<file path="config.mk">
export PLATFORM = sky130hd
export DESIGN_NAME = regfile_write_controller
export DESIGN_NICKNAME = d
export VERILOG_FILES = /design/src/rtl/regfile_write_controller.sv
export SDC_FILE = /design/constraint.sdc
export NUM_CORES = 1
export LEC_CHECK = 0
export BUFFER_PORTS_ARGS = -buffer_cell sky130_fd_sc_hd__buf_2
export CAP_MARGIN = 20
export CELL_PAD_IN_SITES_DETAIL_PLACEMENT = 0
export CELL_PAD_IN_SITES_GLOBAL_PLACEMENT = 2
export CORE_ASPECT_RATIO = 0.75
export CORE_MARGIN = 10
export CORE_UTILIZATION = 33
export DETAILED_ROUTE_END_ITERATION = 6
export PLACE_DENSITY_LB_ADDON = 0.1
export REMOVE_ABC_BUFFERS = 1
export SYNTH_ARGS = -nofsm -noshare
export SYNTH_HDL_FRONTEND = slang
export SYNTH_SLANG_ARGS = --single-unit
</file>
<file path="constraint.sdc">
create_clock -name clk -period 8 [get_ports clk]
set_input_delay 1.6 -clock clk [delete_from_list [all_inputs] [get_ports clk]]
set_output_delay 1.6 -clock clk [all_outputs]
set_load 0.02 [all_outputs]
</file>
<file path="src/rtl/regfile_write_controller.sv">
// Write-port controller for the LITE-16 register file.
// Arbitrates the single write port between execute writeback (EX) and load
// return (LD), stages the winning write for one cycle onto rf_en/rf_data,
// tracks outstanding loads in a per-register scoreboard and raises a
// combinational decode stall (hazard).
//
// Arbitration pointer
//   state   | meaning
//   PRIO_EX | EX wins when both ports are eligible (reset value)
//   PRIO_LD | LD wins when both ports are eligible
module regfile_write_controller #(
    parameter int DATA_W = 16,
    parameter int ADDR_W = 4
) (
    input  logic                     clk,
    input  logic                     rst,

    input  logic                     ex_valid,
    output logic                     ex_ready,
    input  logic [ADDR_W-1:0]        ex_addr,
    input  logic [DATA_W-1:0]        ex_data,

    input  logic                     ld_valid,
    output logic                     ld_ready,
    input  logic [ADDR_W-1:0]        ld_addr,
    input  logic [DATA_W-1:0]        ld_data,

    input  logic                     iss_ld,
    input  logic [ADDR_W-1:0]        iss_addr,

    input  logic [ADDR_W-1:0]        src_a,
    input  logic [ADDR_W-1:0]        src_b,
    input  logic [ADDR_W-1:0]        src_d,
    input  logic                     use_a,
    input  logic                     use_b,
    input  logic                     use_d,

    output logic [(1<<ADDR_W)-1:0]   rf_en,
    output logic [DATA_W-1:0]        rf_data,
    output logic [(1<<ADDR_W)-1:0]   pend,
    output logic                     hazard
);

    localparam int NREG = 1 << ADDR_W;

    typedef enum logic {
        PRIO_EX = 1'b0,
        PRIO_LD = 1'b1
    } prio_t;

    prio_t            prio;
    logic             ex_elig;
    logic             ld_elig;
    logic             grant_ex;
    logic             grant_ld;
    logic             ex_accept;
    logic             ld_accept;
    logic             issue_ok;
    logic [NREG-1:0]  busy_vec;
    logic [NREG-1:0]  pend_next;

    function automatic logic [NREG-1:0] onehot(input logic [ADDR_W-1:0] idx);
        logic [NREG-1:0] v;
        v      = '0;
        v[idx] = 1'b1;
        return v;
    endfunction

    // An EX write to a register with a load still outstanding must wait for
    // that load, otherwise the late load return would overwrite the newer value.
    assign ex_elig   = ex_valid && !pend[ex_addr];
    assign ld_elig   = ld_valid;

    assign grant_ex  = ex_elig && (!ld_elig || (prio == PRIO_EX));
    assign grant_ld  = ld_elig && (!ex_elig || (prio == PRIO_LD));

    assign ex_ready  = grant_ex && !pend[ex_addr];
    assign ld_ready  = grant_ld;

    assign ex_accept = ex_valid && ex_ready;
    assign ld_accept = ld_valid && ld_ready;

    // A register is unsafe to read while a load to it is outstanding, while a
    // write to it sits in the stage register, or while a requester targets it.
    assign busy_vec  = pend
                     | rf_en
                     | (ex_valid ? onehot(ex_addr) : '0)
                     | (ld_valid ? onehot(ld_addr) : '0);

    assign hazard    = (use_a && busy_vec[src_a])
                    || (use_b && busy_vec[src_b])
                    || (use_d && busy_vec[src_d])
                    || (iss_ld && (pend[iss_addr] || rf_en[iss_addr]));

    // A stalled issue is dropped; the issue stage retries it.
    assign issue_ok  = iss_ld && !hazard;

    // Next scoreboard: load return clears, unblocked issue sets.
    always_comb begin
        pend_next = pend;
        if (ld_accept) begin
            pend_next[ld_addr] = 1'b0;
        end
        if (issue_ok) begin
            pend_next[iss_addr] = 1'b1;
        end
    end

    // Scoreboard register.
    always_ff @(posedge clk or posedge rst) begin
        if (rst) begin
            pend <= '0;
        end else begin
            pend <= pend_next;
        end
    end

    // Write stage: present the accepted write for exactly one cycle; data holds.
    always_ff @(posedge clk or posedge rst) begin
        if (rst) begin
            rf_en   <= '0;
            rf_data <= '0;
        end else if (ex_accept) begin
            rf_en   <= onehot(ex_addr);
            rf_data <= ex_data;
        end else if (ld_accept) begin
            rf_en   <= onehot(ld_addr);
            rf_data <= ld_data;
        end else begin
            rf_en   <= '0;
        end
    end

    // Round-robin pointer: after a transfer the other port gets precedence.
    always_ff @(posedge clk or posedge rst) begin
        if (rst) begin
            prio <= PRIO_EX;
        end else if (ex_accept) begin
            prio <= PRIO_LD;
        end else if (ld_accept) begin
            prio <= PRIO_EX;
        end
    end

endmodule

</file>
==> results.yml <==
sta:
  fin_tns_setup_ns: 0
  max-slew-margin-rel: 0.371
  min_period_ns: 6.39
  slew_viol_final: 0
  setup_viol: 0
  hold_viol: 0
  setup_ws_ns: 1.61
  rsz0062_at_grt: "no"
  max_freq_mhz: 157
  tightest_slew_ns: 0.919
  period_share: 0.799
  skew_ns: 0.00716
logic_synthesis:
  synthArstFlopShare: 1.00
  yosys-top-cells-area: "dfrtp_1 34%, o22ai_1 6.1%, mux2_4 5.5%"
  ys_types: 56
  synth.avg_cell_area_um2: 9.25
  synth-edff-count: 0
  postSynth.topFlopCell: "dfrtp_1"
  yosys_warnings: 0
  ys_seq_area_frac: 0.344
  post-synth-top-area-cell: "dfrtp_1"
  syn_inst: 385
  syn-cell-area_um2: 3560
  ys_ff_latch: 49
  synth_top_area_frac: 0.344
global_route:
  grt_pass1_wl_um: 21000
  grt_pass1_vias: 3580
  grt-ovfl-total: 0
  antenna_found_initial: 0
  grt_util_all_layers: 0.171
  grt_max_degree: 50
worst_setup_path:
  cp_slowest_cell: "a2111oi_0"
  crit_path_end_kind: "output pin"
  path_buf_inv: 2
  crit_fanout: 25
  crit_path_cell_trace: "buf_2 -> nand3b_1 -> o221ai_1 -> a31oi_1 -> a311oi_1 -> a2111oi_0 -> o221ai_2 -> nand2b_1 -> buf_2"
  critPathArrivalTime_ns: 4.79
  crit_top_cell: "buf_2"
  worstPathRequired_ns: 6.40
  critPathLaunchType: "input port"
  setup.worst_path.class: "input port to output pin"
  cp_top_family: "compound AO/OA/AOI/OAI gates"
  max_stage_delay_ns: 0.80
floorplanning:
  die_w_um: 140
  core_um2: 10400
  die_h_um: 110
  io_pins: 115
  start_util: 0.342
  num_rows: 32
  die_area_um2: 15400
placement:
  dp_slack_ns: 1.73
  numPortBuffers: 114
  dp.cells: 607
  dp_hpwl_um: 10700
  globalplace.congestion: 0.885
route:
  via_per_inst: 5.89
  drt_iter0_drc: 276
  ant_nets: 0
  wl_per_cell_um: 22.3
  drc: 0
  via_count: 3624
  wl_um: 13700
  drt_first_pass_iters: 5
clocking:
  clk_path_buf_depth: 2
  cts_setup_buffers: 0
  cts-htree-levels: 2
  clk_pin_slew_ns: 0.07
  cts_root_buf: "clkbuf_16"
  ctsResizeCount: 0
  hold_buffers: 0
  cts_tree: "done"
  cts.sinks: 49
  cts_buffers: 5
  clk_latency_ns: 0.29
flow_run:
  cap_violations: 0
min_path:
  hp-class: "flip-flop to flip-flop"
pwr:
  power_leakage_nw: 1.89
  peakVddDrop_mv: 0.134
  cellPowerDensity_nw_per_um2: 264
  power_mw: 1.13
finish:
  syn2layout_area_growth_pct: 20.6
  antenna_cells: 0
  fin_nets: 543
  final_cell_count_no_fill: 615
  drive_gt1_frac: 0.344
status:
  outcome: "completed"
## worst min-delay path: cells and delay by family, from the launching register on
family,cells,cell delay (ns)
compound gates,2,0.19
flops,1,0.39
## state kept, by name, indices dropped and copies added (netlist names)
| register | cells |
|---|---|
| rf_en | 16 |
| prio | 1 |
| rf_data | 16 |
| pend | 16 |
## cells in the mapped netlist (all sizes together), types with 5 or more instances
cell type  instances
dfrtp             49
nor2              44
o21ai             36
o22ai             35
nand2b            21
nor3              20
buf               19
mux2              17
nand4             17
nand2             16
o221ai            12
clkbuf            10
mux4              10
inv                9
nor2b              8
nand3              7
o31ai              5
## per-layer routing
layer | GRT usage | part of all wire
met2 | 0.265 | 0.46
met1 | 0.236 | 0.47
met3 | 0.0366 | 0.058
met4 | 0.0434 | 0.015
met5 | 0 | 0
## power breakdown
part	internal, mW	switching (mW)	leakage (nW)	total (mW)
combinational	0.213	0.333	1.20	0.546
sequential	0.307	0.0710	0.619	0.378
clock	0.115	0.0936	0.0659	0.208
## layout make-up
type	instances	area, um^2
Timing Repair Buffer	116	598
Clock inverter	2	16.3
Clock buffer	5	125
Tap cell	136	170
Inverter	9	33.8
Fill cell	1104	6120
Sequential cell	49	1230
Multi-Input combinational cell	298	2120
## path summary, 6_finish.rpt
kind	start	end	slack, ns	depth (start not counted)
worst min register to register	pend[14]	pend[14]	0.61	2
max in group asynchronous	rst	rf_data[5]	6.31	3
worst max register to register	pend[14]	pend[9]	5.06	7
worst max-delay path	ld_valid	hazard	1.61	9
worst min-delay path	pend[14]	pend[14]	0.61	2
min in group asynchronous	rst	rf_data[11]	1.20	2
## cell usage in the layout (no fill, tap or decap), types with 3 or more instances in the layout
cell type  Yosys  routed
o211ai_1       4       4
nand3b_1       4       4
clkbuf_16      0       5
o31ai_1        5       5
nor3_1        20      20
o221ai_1       9       9
nand2b_1      19      19
nor2_1        44      44
o22ai_1       35      35
mux2_2         4       4
mux4_1         3       3
nand3_1        7       7
o221ai_2       3       3
nand2_1       15      15
nand4_1       17      17
mux4_2         7       7
o2111ai_1      3       3
o21ai_0       32      32
o21ai_1        4       4
buf_2          8     114
inv_1          9       8
mux2_4        13      13
or2_2          4       4
nor2b_1        8       8
dfrtp_1       49      49
## cells by family (layout without fill, tap and decap cells)
kind of cell | after synthesis | count (layout) | synth area share
AO/OA/AOI/OAI | 115 | 115 | 0.225
multiplexers | 29 | 29 | 0.139
buffers and inverters | 38 | 132 | 0.0590
AND/OR/NAND/NOR | 154 | 154 | 0.232
flip-flops | 49 | 49 | 0.344
## per-stage QoR
step	util	area, um^2	hold slack (ns)
after global placement	0.397	4130	0.620
after global routing	0.413	4290	0.662
after detailed placement	0.397	4130	0.583
after CTS	0.411	4270	0.602
after floorplan	-	3380	0.642
final	0.413	4290	0.609
No activity file was read; power rests on OpenSTA's default activity.
